`src/rtl/fifo_reader_if.sv`:
```
`default_nettype none
// ============================================================================
// Module  : fifo_reader_if
// Brief   : fifo-side and downstream handshake bundle for fifo_reader.
// Revision: 1.0 - initial release
// ============================================================================
interface fifo_reader_if #(
  parameter int BITNUMBER = 6
);
  logic                 Fifo_empty;
  logic                 can_pop;
  logic                 valid_read;
  logic [BITNUMBER-1:0] Fifo_Data_out;
  logic                 Fifo_rd;
  logic [BITNUMBER-1:0] data_out;
  logic                 valid_out;
  logic                 ready_in;

  modport master (
    output Fifo_rd, data_out, valid_out,
    input  Fifo_empty, can_pop, valid_read, Fifo_Data_out, ready_in
  );

  modport slave (
    input  Fifo_rd, data_out, valid_out,
    output Fifo_empty, can_pop, valid_read, Fifo_Data_out, ready_in
  );
endinterface
`default_nettype wire

```
`src/rtl/fifo_reader.sv`:
```
`default_nettype none
// ============================================================================
// Module  : fifo_reader
// Brief   : drains a fifo through a fixed-latency read path into a skid buffer
//           and hands words downstream over valid/ready.
// Revision: 1.0 - initial release
// ============================================================================
module fifo_reader #(
  parameter int BITNUMBER  = 6,
  parameter int RD_LAT     = 2,
  parameter int SKID_DEPTH = 4,
  parameter int CNT_W      = 8
) (
  input  logic             clk,
  input  logic             reset,
  input  logic             enable,
  fifo_reader_if.master    bus,
  output logic             busy,
  output logic [1:0]       state,
  output logic [CNT_W-1:0] words_cnt,
  output logic [CNT_W-1:0] drop_cnt,
  output logic             ovf_err
);

  localparam int c_ptr_w = $clog2(SKID_DEPTH);
  localparam int c_occ_w = c_ptr_w + 1;
  localparam int c_sum_w = c_occ_w + 1;

  typedef enum logic [1:0] {
    S_IDLE  = 2'd0,
    S_RUN   = 2'd1,
    S_FLUSH = 2'd2
  } state_t;

  state_t               r_state;
  state_t               w_state_next;
  logic                 r_fifo_rd;
  logic [RD_LAT-1:0]    r_infl;
  logic [RD_LAT-1:0]    w_infl_next;
  logic [BITNUMBER-1:0] r_mem [SKID_DEPTH];
  logic [c_ptr_w-1:0]   r_wptr;
  logic [c_ptr_w-1:0]   r_rptr;
  logic [c_occ_w-1:0]   r_occ;
  logic [CNT_W-1:0]     r_words;
  logic [CNT_W-1:0]     r_drops;
  logic                 r_ovf;

  logic [c_sum_w-1:0]   w_infl_cnt;
  logic [c_sum_w-1:0]   w_sum;
  logic                 w_issue;
  logic                 w_full;
  logic                 w_pop;
  logic                 w_push;
  logic                 w_expect;

  // Bit 0 takes the current pop request; the top bit marks the return slot.
  if (RD_LAT == 1) begin : g_infl_lat1
    assign w_infl_next = r_fifo_rd;
  end else begin : g_infl_shift
    assign w_infl_next = {r_infl[RD_LAT-2:0], r_fifo_rd};
  end

  always_comb begin
    w_infl_cnt = '0;
    for (int i = 0; i < RD_LAT; i++) begin
      w_infl_cnt = w_infl_cnt + c_sum_w'(r_infl[i]);
    end
  end

  // Outstanding words (buffered + in flight + this cycle's pop) must fit the buffer.
  assign w_sum    = c_sum_w'(r_occ) + w_infl_cnt + c_sum_w'(r_fifo_rd);
  assign w_issue  = (r_state == S_RUN) & ~bus.Fifo_empty & bus.can_pop &
                    (w_sum < c_sum_w'(SKID_DEPTH));

  assign w_full   = (r_occ == c_occ_w'(SKID_DEPTH));
  assign w_pop    = (r_occ != '0) & bus.ready_in;
  assign w_push   = bus.valid_read & (~w_full | w_pop);
  assign w_expect = r_infl[RD_LAT-1];

  always_comb begin
    w_state_next = r_state;
    case (r_state)
      S_IDLE:  if (enable) w_state_next = S_RUN;
      S_RUN:   if (!enable) w_state_next = S_FLUSH;
      S_FLUSH: begin
        if (enable)
          w_state_next = S_RUN;
        else if ((r_infl == '0) && !r_fifo_rd)
          w_state_next = S_IDLE;
      end
      default: w_state_next = S_IDLE;
    endcase
  end

  always_ff @(posedge clk or negedge reset) begin
    if (!reset) begin
      r_state   <= S_IDLE;
      r_fifo_rd <= 1'b0;
      r_infl    <= '0;
      r_wptr    <= '0;
      r_rptr    <= '0;
      r_occ     <= '0;
      r_words   <= '0;
      r_drops   <= '0;
      r_ovf     <= 1'b0;
      for (int i = 0; i < SKID_DEPTH; i++) begin
        r_mem[i] <= '0;
      end
    end else begin
      r_state   <= w_state_next;
      r_fifo_rd <= w_issue;
      r_infl    <= w_infl_next;
      if (w_push) begin
        r_mem[r_wptr] <= bus.Fifo_Data_out;
        r_wptr        <= r_wptr + c_ptr_w'(1);
      end
      if (w_pop) begin
        r_rptr  <= r_rptr + c_ptr_w'(1);
        r_words <= r_words + CNT_W'(1);
      end
      if (w_push && !w_pop)
        r_occ <= r_occ + c_occ_w'(1);
      else if (!w_push && w_pop)
        r_occ <= r_occ - c_occ_w'(1);
      if (bus.valid_read && w_full && !w_pop)
        r_ovf <= 1'b1;
      if (w_expect && !bus.valid_read && (r_drops != '1))
        r_drops <= r_drops + CNT_W'(1);
    end
  end

  assign bus.Fifo_rd   = r_fifo_rd;
  assign bus.valid_out = (r_occ != '0);
  assign bus.data_out  = (r_occ != '0) ? r_mem[r_rptr] : '0;
  assign busy          = (r_occ != '0) | (r_infl != '0) | r_fifo_rd;
  assign state         = r_state;
  assign words_cnt     = r_words;
  assign drop_cnt      = r_drops;
  assign ovf_err       = r_ovf;

endmodule
`default_nettype wire

```
`src/flat_wrapper.sv`:
```
// flat-port wrapper written by rule: the top's interface ports become plain ports
module fifo_reader_flat 
#(
  parameter int BITNUMBER  = 6,
  parameter int RD_LAT     = 2,
  parameter int SKID_DEPTH = 4,
  parameter int CNT_W      = 8
)
  (clk, reset, enable, busy, state, words_cnt, drop_cnt, ovf_err, bus_Fifo_rd, bus_data_out, bus_valid_out, bus_Fifo_empty, bus_can_pop, bus_valid_read, bus_Fifo_Data_out, bus_ready_in);
  fifo_reader_if #(.BITNUMBER(BITNUMBER)) bus_i ();
  input  logic clk;
  input  logic reset;
  input  logic enable;
  output logic busy;
  output logic [1:0] state;
  output logic [CNT_W-1:0] words_cnt;
  output logic [CNT_W-1:0] drop_cnt;
  output logic ovf_err;
  output wire logic [$bits(bus_i.Fifo_rd)-1:0] bus_Fifo_rd;
  output wire logic [$bits(bus_i.data_out)-1:0] bus_data_out;
  output wire logic [$bits(bus_i.valid_out)-1:0] bus_valid_out;
  input wire logic [$bits(bus_i.Fifo_empty)-1:0] bus_Fifo_empty;
  input wire logic [$bits(bus_i.can_pop)-1:0] bus_can_pop;
  input wire logic [$bits(bus_i.valid_read)-1:0] bus_valid_read;
  input wire logic [$bits(bus_i.Fifo_Data_out)-1:0] bus_Fifo_Data_out;
  input wire logic [$bits(bus_i.ready_in)-1:0] bus_ready_in;
  assign bus_Fifo_rd = bus_i.Fifo_rd;
  assign bus_data_out = bus_i.data_out;
  assign bus_valid_out = bus_i.valid_out;
  assign bus_i.Fifo_empty = bus_Fifo_empty;
  assign bus_i.can_pop = bus_can_pop;
  assign bus_i.valid_read = bus_valid_read;
  assign bus_i.Fifo_Data_out = bus_Fifo_Data_out;
  assign bus_i.ready_in = bus_ready_in;
  fifo_reader #(.BITNUMBER(BITNUMBER), .RD_LAT(RD_LAT), .SKID_DEPTH(SKID_DEPTH), .CNT_W(CNT_W)) u_core (.clk(clk), .reset(reset), .enable(enable), .bus(bus_i), .busy(busy), .state(state), .words_cnt(words_cnt), .drop_cnt(drop_cnt), .ovf_err(ovf_err));
endmodule
```
`config.mk`:
```
export PLATFORM = sky130hd
export DESIGN_NAME = fifo_reader_flat
export DESIGN_NICKNAME = d
export VERILOG_FILES = /design/src/rtl/fifo_reader_if.sv /design/src/rtl/fifo_reader.sv /design/src/flat_wrapper.sv
export SDC_FILE = /design/constraint.sdc
export NUM_CORES = 1
export LEC_CHECK = 0
export ABC_AREA = 1
export BUFFER_PORTS_ARGS = -buffer_cell sky130_fd_sc_hd__buf_4
export CAP_MARGIN = 20
export CORE_MARGIN = 2
export CORE_UTILIZATION = 35
export DETAILED_ROUTE_END_ITERATION = 8
export SYNTH_ARGS = -nofsm -noshare
export SYNTH_HDL_FRONTEND = slang
export SYNTH_SLANG_ARGS = --single-unit
export TNS_END_PERCENT = 30
```
`constraint.sdc`:
```
create_clock -name clk -period 3.6 [get_ports clk]
set_input_delay 0.36 -clock clk [delete_from_list [all_inputs] [get_ports clk]]
set_output_delay 0.36 -clock clk [all_outputs]
set_load 0.01 [all_outputs]
```
==> results of run 1 <==
## worst max-delay path: cells and delay by family, from the launching register on
kind	cells	cell delay, ps
buffers and inverters	2	500
AOI/OAI and AO/OA	2	350
DFF	1	650
## cells in the mapped netlist
cell | instances | area share
nand2_1 | 83 | 0.11
dfrtp_1 | 53 | 0.48
nor2_1 | 35 | 0.048
inv_1 | 34 | 0.046
o21ai_0 | 17 | 0.031
o21ai_2 | 16 | 0.051
ha_1 | 11 | 0.050
nand3_1 | 10 | 0.018
a21oi_1 | 8 | 0.015
o21ai_1 | 8 | 0.015
nand3_2 | 5 | 0.018
xnor2_1 | 5 | 0.016
buf_6 | 4 | 0.016
nand4_1 | 4 | 0.0091
xor2_1 | 4 | 0.013
buf_2 | 3 | 0.0055
nand2_2 | 3 | 0.0068
nor3_1 | 3 | 0.0055
inv_2 | 2 | 0.0027
nand2_4 | 2 | 0.0082
nand3b_1 | 2 | 0.0055
nor2_2 | 2 | 0.0046
nor2_4 | 2 | 0.0082
a31o_2 | 1 | 0.0032
fa_1 | 1 | 0.0073
## per-layer routing
metal | wire length [um] | track usage
met2 | 2540 | 0.230
met5 | 0 | 0
met3 | 178 | 0.0285
met4 | 63 | 0.0410
met1 | 2840 | 0.196
## cell usage in the layout, fill, tap and decap left out
cell type	Yosys	routed
o21ai_0	17	17
nand2_1	83	83
dfrtp_1	53	53
clkbuf_8	0	7
nor2_4	2	2
nand3_2	5	5
nor2_2	2	2
nand3_1	10	10
ha_1	11	11
nor3_1	3	3
fa_1	1	1
o21ai_1	8	8
nor2_1	35	35
a21oi_1	8	8
buf_4	0	40
nand2_4	2	2
inv_2	2	2
nand2_2	3	3
nand4_1	4	4
clkinv_2	0	1
o21ai_2	16	16
xnor2_1	5	5
a31o_2	1	1
xor2_1	4	4
inv_1	34	34
nand3b_1	2	2
## kinds of logic (layout without fill, tap and decap cells)
family	Yosys count	count (layout)	share of synthesized area
xor gates and xnor gates	9	9	0.0287
AOI/OAI and AO/OA	50	50	0.114
and+or+nand+nor	151	151	0.246
buffers and inverters	43	84	0.0711
adders and majority gates	12	12	0.0574
DFF	53	53	0.483
## power by group
part | switching [mW] | total (mW) | internal, mW
registers | 0.194 | 1.01 | 0.812
logic | 0.581 | 1.04 | 0.455
clock network | 0.198 | 0.372 | 0.174
## final timing paths
kind / from / end / slack, ps / depth (start not counted)
worst max-delay path: u_core.r_rptr[0] / bus_data_out[5] / 1430 / 4
worst min-delay path: reset / u_core.state[0] / 70 / 1
worst max register to register: u_core.r_occ[0] / u_core.r_occ[2] / 1640 / 10
worst min register to register: u_core.r_infl[0] / u_core.r_infl[1] / 420 / 0
max in group asynchronous: reset / u_core.words_cnt[5] / 3050 / 1
min in group clk: enable / u_core.state[1] / 220 / 2
## flip-flops by register name (all words and copies together), names as in the netlist, 2 cells and up
name and count:
u_core.words_cnt 8, u_core.drop_cnt 8, u_core.r_mem 24, u_core.r_infl 2
u_core.r_rptr 2, u_core.r_wptr 2, u_core.state 2, u_core.r_occ 3
## layout make-up
type / count / area, sq um
sequential: 53 / 1330
multi-input combinational: 222 / 1220
tap: 102 / 128
clock inverter: 1 / 5.00
timing repair buffer: 40 / 300
clock buffer: 7 / 96.3
inverter: 36 / 135
fill: 762 / 4430
## through the flow
stage / worst slack, ps / utilization / hold slack, ps / cells
floorplan: 1740 / - / 64.4 / 318
global placement: 1690 / 0.407 / 389 / 453
detailed placement: 1630 / 0.407 / 401 / 453
CTS: 1440 / 0.420 / 120 / 461
global route: 1280 / 0.420 / 136 / 461
finish: 1430 / 0.420 / 74.6 / 461
==> results.tsv, run 1 <==
stage	metric	value	unit
detailed_routing	drt_iter0_markers	134	
logic_synthesis	syn_inst	318	
place	dp_hpwl	3870	um
pwr	power	2.41	mW
sta	hold_viol	0	
worst_setup_path	max_stage_delay	650	ps
floorplanning	die_area	8570	sq um
logic_synthesis	postSynthAreaPerCell	8.64	sq um
cells_and_area	drive_gt1_frac	0.226	
pwr	ir_drop	0.263	mV
job	drv_cap	0	
cells_and_area	fin_nets	383	
logic_synthesis	ys_seq_area_frac	0.483	
logic_synthesis	ys_ff_latch	53	
cts	post-cts-setup-buffers	0	
min_path	hold_path_class	in2async	
detailed_routing	drcViolationCount	0	
place	port_buffers	40	
detailed_routing	dr.pass1.iters	4	
cells_and_area	syn_to_final_growth	17.1	%
sta	finalMaxSlewViolations	0	
worst_setup_path	path_cells	inv_1, o21ai_0, a21oi_1, buf_4	
worst_setup_path	cp-end-kind	primary output	
floorplanning	io_pins	41	
pwr	p_leak	1.61	nW
detailed_routing	vias_per_cell	4.57	
detailed_routing	vias	2105	
grt	grtUsageTotal	0.143	
place	postPlaceCellArea	3110	sq um
worst_setup_path	cp.required	3240	ps
sta	tightest_slew	696	ps
logic_synthesis	synth_cell_type_count	25	
grt	antenna_found_initial	0	
worst_setup_path	crit_path_top_delay_cell	dfrtp_1	
floorplanning	start_util	0.359	
detailed_routing	wl_per_cell	12.2	um
detailed_routing	ant_nets	0	
cts	cts_inserted_buffers	5	
cells_and_area	final_cell_area	3220	sq um
sta	max_clock_freq	0.460	GHz
run_status	status	completed	
grt	grt_pass1_wl	9800	um
worst_setup_path	cp_max_fo	14	
grt	grt_pass1_vias	2000	
cts	ctsHoldBuffers	0	
sta	max_slew_margin	0.536	
floorplanning	coreArea	7650	sq um
logic_synthesis	synth_area	2750	sq um
floorplanning	rows	32	
cts	post_cts_resized	0	
sta	min_period	2170	ps
logic_synthesis	synth_warnings	0	
cts	cts.reportedPaths.clkPinSlew	90	ps
floorplanning	die_x	92.6	um
sta	setup_viol	0	
grt	grt-ovfl-total	0	
worst_setup_path	cp_data_arrival_time	1810	ps
cts	cts_max_level	2	
detailed_routing	routed_wl	5620	um
place	gp_congestion	0.787	
cells_and_area	diodes	0	
sta	fin_setup_tns	0	ps
cts	root_buffer	clkbuf_8	
cts	clock_path_buffers	2	
sta	clock_skew	4.69	ps
grt	grt_max_degree	54	
cts	cts_tree	yes	
floorplanning	die_y	92.6	um
sta	period_share	0.603	
pwr	p_per_area	751	nW/um^2
cts	clock_latency	310	ps
worst_setup_path	path_class	reg2out	
sta	rsz0062_at_grt	false	
cts	cts_sinks	53	
worst_setup_path	crit_path_start_kind	register	
logic_synthesis	syn-num-nets	343	
No activity file was read; power rests on OpenSTA's default activity.
==> inputs of run 2 (changes only) <==
ABC_AREA = 0   (was 1)
clock period = 2.02 ns   (was 3.6 ns; I/O delays follow)
==> run 2 against run 1 <==
Against the previous run: utilization grew 2.6 points; combinational power grew 110%; flip-flop and latch count is the same; non-clock buffer count grew 11; clock power grew 62%; clock skew grew 7.3 ps.
==> results.tsv, run 2 <==
stage	metric	value	unit	change
sta	period_share	0.985		
detailed_routing	dr.pass1.iters	4		unchanged
worst_setup_path	r2r_start	u_core.r_occ[1]		
pwr	internal-power	3.10	mW	+110%
logic_synthesis	ys_ff_latch	53		unchanged
worst_setup_path	crit_path_start_kind	register		
cells_and_area	final_core_util	0.446		+0.0256
logic_synthesis	async_flop_share	1.00		unchanged
worst_setup_path	cp_max_fo	3		-11
cells_and_area	diodes	0		unchanged
cts	cts_tree	yes		
worst_setup_path	crit_path_top_delay_cell	dfrtp_1		
pwr	p_per_area	1440	nW/um^2	+91%
sta	setup_viol	0		unchanged
grt	grt-busiest-layer	met2		
floorplanning	die_area	8310	sq um	-3.0%
pwr	power	4.68	mW	+94%
worst_setup_path	path_class	reg2reg		
cts	root_buffer	clkbuf_8		
pwr	p_comb_frac	0.474		+0.045
grt	grtUsageTotal	0.130		-0.0131
logic_synthesis	yosys.area.top_type	dfrtp_1		
worst_setup_path	cp-end-kind	register		
cells_and_area	syn_to_final_growth	22.3	%	
sta	hold_viol	0		unchanged
sta	clock_skew	12.0	ps	+7.29 ps
pwr	clkPwrFrac	0.129		-0.025
worst_setup_path	rrSetupSlack	30	ps	-1610 ps
cells_and_area	regMostFlops	u_core.r_mem		
sta	tightest_slew	685	ps	-11.5 ps
cts	cts.reportedPaths.clkPinSlew	100	ps	about the same
grt	gr-usage-met2	0.210		-0.0194
logic_synthesis	syn-num-nets	211		-38%
grt	met3_usage	0.0299		+0.00140
grt	antenna_found_initial	0		unchanged
sta	rsz0062_at_grt	true		
min_path	hold_path_class	in2reg		
cts	cts_inserted_buffers	5		unchanged
floorplanning	die_y	91.2	um	-1.5%
worst_setup_path	max_stage_delay	440	ps	-210 ps
grt	grt_max_degree	54		unchanged
pwr	ir_drop	0.808	mV	+210%
floorplanning	start_util	0.365		+0.00566
pwr	power.switching	1.58	mW	+62%
logic_synthesis	synth-edff-count	0		unchanged
floorplanning	coreArea	7290	sq um	-4.6%
cts	cts_sinks	53		unchanged
detailed_routing	routed_wl	4960	um	-12%
logic_synthesis	synth_area	2660	sq um	-3.1%
grt	grt_pass1_vias	1665		-17%
worst_setup_path	r2r-end	u_core.r_occ[1]		
pwr	power_frac_seq	0.398		-0.019
cts	clock_latency	310	ps	about the same
sta	max_clock_freq	0.503	GHz	
run_status	status	completed		
sta	max_slew_margin	0.543		+0.00767
cells_and_area	drive_gt1_frac	0.455		+0.229
grt	grt_pass1_wl	8340	um	-15%
cts	cts_max_level	2		unchanged
sta	min_period	1990	ps	
detailed_routing	wl_per_cell	14.5	um	+19%
logic_synthesis	synth_ff_type	dfrtp_1		
place	port_buffers	40		unchanged
worst_setup_path	path_cells	buf_6, nor4b_4, nor2b_2, ha_2, inv_2, fa_2, mux2_2		
worst_setup_path	cp_data_arrival_time	2190	ps	+380 ps
logic_synthesis	ys_seq_area_frac	0.499		+0.0157
logic_synthesis	synth_top_cell_area_share	0.499		+0.0157
cells_and_area	final_cell_mix	dfrtp_1, buf_4, mux2_4, xnor2_1, ha_1		
job	drv_cap	0		unchanged
worst_setup_path	cp.required	2220	ps	-1020 ps
detailed_routing	drcViolationCount	0		unchanged
grt	grtUsageMet1	0.172		-0.0234
pwr	p_leak	1.56	nW	-3.3%
detailed_routing	ant_nets	0		unchanged
detailed_routing	vias_per_cell	4.66		+2.1%
logic_synthesis	synthTopCellsByArea	dfrtp_1, mux2_4, ha_1		
cells_and_area	final_common_cell	dfrtp_1		
grt	grt-ovfl-total	0		unchanged
place	dp_hpwl	3450	um	-11%
worst_setup_path	endpoint	u_core.r_occ[1]		
floorplanning	rows	31		-3.1%
logic_synthesis	yosys-top-cells-count	dfrtp_1, mux2_4, ha_1, xnor2_1, nand2_1		
worst_setup_path	ff2ff_path_depth	7		-3
logic_synthesis	synth_cell_type_count	37		+48%
sta	finalMaxSlewViolations	0		unchanged
floorplanning	io_pins	41		unchanged
logic_synthesis	synth_warnings	0		unchanged
logic_synthesis	postSynthAreaPerCell	14.3	sq um	+66%
logic_synthesis	syn_inst	186		-42%
detailed_routing	drt_iter0_markers	48		-64%
detailed_routing	vias	1590		-24%
cts	clock_path_buffers	2		unchanged
place	gp_congestion	0.709		-9.9%
cells_and_area	final_cell_area	3250	sq um	+1.2%
cells_and_area	largest_reg_flops	24		unchanged
worst_setup_path	crit_start	u_core.r_occ[1]		
floorplanning	die_x	91.2	um	-1.5%
logic_synthesis	yosysMostFrequentCell	dfrtp_1		
cells_and_area	fin_nets	266		-31%
place	postPlaceCellArea	3110	sq um	-0.20%
pwr	swShare	0.337		-0.0656
[run 2: what timing repair did]
item	4_1_cts	5_1_grt
pin swaps	0	4
endpoints found under the setup margin	2	2
hold endpoints to repair	53	0
hold buffers	1	0
resized for setup	1	7
setup buffers	0	3
[run 2: cells by family (layout without fill, tap and decap cells)]
group,after synthesis,after routing,share of synthesized area
AOI/OAI and AO/OA,9,9,0.0216
xor gates and xnor gates,15,15,0.0494
adders and majority gates,12,12,0.0593
buffers and inverters,12,68,0.0245
DFF,53,53,0.499
muxes,36,36,0.212
and+or+nand+nor,49,49,0.135
[run 2: worst min path at each step]
stage | start | to | cells after the start
after floorplan | reset | u_core.bus.Fifo_rd | 0
after global placement | reset | u_core.drop_cnt[5] | 1
after detailed placement | reset | u_core.drop_cnt[5] | 1
after CTS | enable | u_core.state[1] | 2
after global routing | enable | u_core.state[1] | 2
final | enable | u_core.state[1] | 2
[run 2: final cells by class]
| class | instances | area (sq um) |
|---|---|---|
| Multi-Input combinational cell | 121 | 1290 |
| Clock inverter | 2 | 13.8 |
| Fill cell | 706 | 4040 |
| Sequential cell | 53 | 1330 |
| Tap cell | 99 | 124 |
| Timing Repair Buffer | 51 | 389 |
| Clock buffer | 6 | 72.6 |
| Inverter | 9 | 36.3 |
[run 2: power by group through the flow]
| stage | Sequential (mW) | Clock, mW | Combinational, mW |
|---|---|---|---|
| finish | 1.86 | 0.601 | 2.21 |
| global route | 1.93 | 0.684 | 2.42 |
| CTS | 1.86 | 0.634 | 2.21 |
| detailed placement | 1.85 | 0 | 2.19 |
| global placement | 1.85 | 0 | 2.15 |
| floorplan | 1.80 | 0 | 1.48 |
[run 2: per-layer routing]
layer | part of all wire | vias to the layer above
met1 | 0.46 | 789
met5 | 0 | -
met4 | 0.012 | 0
li1 | - | 758
met3 | 0.044 | 8
met2 | 0.48 | 35
[run 2: metrics by stage]
| step | hold WS, ps | std cells | setup slack (ps) | setup TNS [ps] |
|---|---|---|---|---|
| CTS | 15.0 | 338 | 18.4 | 0 |
| floorplan | -93.6 | 186 | -51.3 | -88.8 |
| finish | 34.3 | 341 | 30.6 | 0 |
| global placement | 293 | 329 | 84.7 | 0 |
| detailed placement | 294 | 329 | 9.87 | 0 |
| global route | 15.9 | 341 | -15.4 | -19.4 |
[run 2: critical path, delay by kind of cell, from the launching register on]
kind,cells,cell delay (ps)
adders and majority gates,2,600
buffers and inverters,2,190
DFF,1,440
muxes,1,260
and+or+nand+nor,2,390
==> inputs of run 3 (changes only) <==
PLACE_DENSITY = 0.53   (was default)
==> run 3 against run 2 <==
Against the previous run: power rose by 2.2%; via count is 2.4% lower; clock skew barely moved; global-route usage decreased by 0.30 points; fmax up 4.6%; register-to-register slack better by 90 ps; routed wire length shrank 4.4%; largest power group unchanged; highest routed layer unchanged.
==> results.tsv, run 3 (same netlist as run 2, synthesis figures left out) <==
stage	metric	value	unit	change
cts	cts_tree	yes		
detailed_routing	vias_per_cell	4.58		-1.8%
detailed_routing	routed_wl	4740	um	-4.4%
pwr	p_leak	1.56	nW	+0.14%
floorplanning	io_pins	41		unchanged
detailed_routing	vias	1552		-2.4%
cells_and_area	diodes	0		unchanged
grt	grtUsageMet1	0.182		+0.00927
cells_and_area	final_common_cell	dfrtp_1		
cts	cts_inserted_buffers	5		unchanged
worst_setup_path	worst-path-stages	9		+2
cells_and_area	final_cell_area	3270	sq um	+0.58%
grt	antenna_found_initial	0		unchanged
grt	grt_pass1_wl	8300	um	-0.42%
sta	min_period	1900	ps	-87.0 ps
worst_setup_path	ff2ff_path_depth	9		+2
grt	grtUsageTotal	0.127		-0.00297
worst_setup_path	path_class	reg2reg		
cts	clock_path_buffers	2		unchanged
sta	max_clock_freq	0.526	GHz	+4.6%
grt	grt-busiest-layer	met2		
sta	setup_viol	0		unchanged
worst_setup_path	path_cells	nor3_4, nor2b_4, inv_4, ha_2, inv_1, fa_2, xor2_1, nor2_1, xor2_1		
job	drv_cap	0		unchanged
place	port_buffers	40		unchanged
worst_setup_path	crit_top_cell	xor2_1		
detailed_routing	drcViolationCount	0		unchanged
detailed_routing	ant_nets	0		unchanged
cells_and_area	fillerInstances	680		-3.7%
cts	cts.reportedPaths.clkPinSlew	100	ps	about the same
place	dp_hpwl	3280	um	-5.1%
sta	rsz0062_at_grt	true		
worst_setup_path	cp-end-kind	register		
worst_setup_path	max_stage_delay	450	ps	about the same
detailed_routing	drt_iter0_markers	58		+21%
cts	root_buffer	clkbuf_8		
sta	clock_skew	12.2	ps	+0.245 ps
worst_setup_path	cp_max_fo	3		unchanged
floorplanning	die_area	8310	sq um	unchanged
grt	grt-ovfl-total	0		unchanged
grt	grt_max_degree	54		unchanged
detailed_routing	dr.pass1.iters	4		unchanged
sta	max_slew_margin	0.550		+0.00671
sta	tightest_slew	675	ps	-10.1 ps
pwr	ir_drop	0.613	mV	-24%
cells_and_area	drive_gt1_frac	0.450		-0.00455
worst_setup_path	cp_data_arrival_time	2130	ps	-60 ps
cells_and_area	syn_to_final_growth	23.0	%	
min_path	hold_path_class	in2reg		
floorplanning	die_x	91.2	um	unchanged
cells_and_area	final_cell_mix	dfrtp_1, buf_4, mux2_4, xnor2_1, ha_1		
cts	clock_latency	310	ps	about the same
cells_and_area	largest_reg_flops	24		unchanged
worst_setup_path	r2r-end	u_core.r_occ[2]		
floorplanning	die_y	91.2	um	unchanged
floorplanning	start_util	0.365		unchanged
cts	cts_sinks	53		unchanged
cells_and_area	regMostFlops	u_core.r_mem		
worst_setup_path	endpoint	u_core.r_occ[2]		
floorplanning	coreArea	7290	sq um	unchanged
worst_setup_path	crit_start	u_core.r_occ[1]		
worst_setup_path	path_buf_inv	2		unchanged
worst_setup_path	crit_path_top_delay_cell	dfrtp_2		
grt	grt_pass1_vias	1605		-3.6%
worst_setup_path	crit_path_start_kind	register		
worst_setup_path	cp.required	2250	ps	+30 ps
worst_setup_path	critical_path.top_delay_family	adder cells		
sta	period_share	0.942		-0.0431
cells_and_area	fin_nets	264		-0.75%
sta	hold_viol	0		unchanged
pwr	power	4.78	mW	+2.2%
detailed_routing	wl_per_cell	14.0	um	-3.9%
run_status	status	completed		
sta	hold_slack	37.4	ps	+3.04 ps
cts	cts_max_level	2		unchanged
sta	finalMaxSlewViolations	0		unchanged
worst_setup_path	rrSetupSlack	120	ps	+90 ps
sta	fin_setup_tns	0	ps	unchanged
place	gp_congestion	0.720		+1.6%
floorplanning	rows	31		unchanged
grt	met3_usage	0.0299		unchanged
worst_setup_path	r2r_start	u_core.r_occ[1]		
pwr	p_per_area	1460	nW/um^2	+1.6%
cells_and_area	final_core_util	0.449		+0.00257
grt	gr-usage-met2	0.191		-0.0191
place	postPlaceCellArea	3110	sq um	unchanged
==> run 3: cell type report <==
| cell class | instances | area [sq um] | area share |
|---|---|---|---|
| clock buffer | 6 | 82.6 | 0.0252 |
| clock inverter | 2 | 37.5 | 0.0115 |
| inverter | 9 | 36.3 | 0.0111 |
| multi-input combinational | 121 | 1290 | 0.394 |
| sequential | 53 | 1330 | 0.406 |
| tap | 99 | 124 | 0.0379 |
| timing repair buffer | 49 | 374 | 0.114 |
==> run 3: worst min path at each step <==
| stage | startpoint | end | slack [ps] | depth (start not counted) |
|---|---|---|---|---|
| after global routing | enable | u_core.state[1] | 20 | 2 |
| after floorplan | reset | u_core.bus.Fifo_rd | -90 | 0 |
| after CTS | enable | u_core.state[1] | 20 | 2 |
| after global placement | reset | u_core.drop_cnt[5] | 290 | 1 |
| final | enable | u_core.state[1] | 40 | 2 |
| after detailed placement | reset | u_core.drop_cnt[5] | 300 | 1 |
==> run 3: power breakdown <==
part	internal, mW	total, mW	switching (mW)
Combinational	1.35	2.19	0.841
Clock	0.403	0.746	0.343
Sequential	1.49	1.85	0.356
Total	3.24	4.78	1.54
==> run 3: what timing repair did <==
| item | 4_1_cts | 5_1_grt |
|---|---|---|
| buffers inserted | 0 | 1 |
| hold buffers | 1 | 0 |
| gates resized for setup | 0 | 7 |
| setup endpoints to repair | 0 | 3 |
| hold endpoints to repair | 53 | 0 |
==> run 3: routing by layer <==
| layer | vias up | share of wire |
|---|---|---|
| li1 | 753 | - |
| met1 | 758 | 0.50 |
| met2 | 38 | 0.46 |
| met3 | 3 | 0.042 |
| met4 | 0 | 0.0040 |
| met5 | - | 0 |
==> run 3: per-stage QoR <==
stage,setup slack [ps],cells
after floorplan,-51.3,186
after global placement,87.7,329
after detailed placement,48.9,329
after CTS,29.8,338
after global routing,-7.75,339
final,118,339
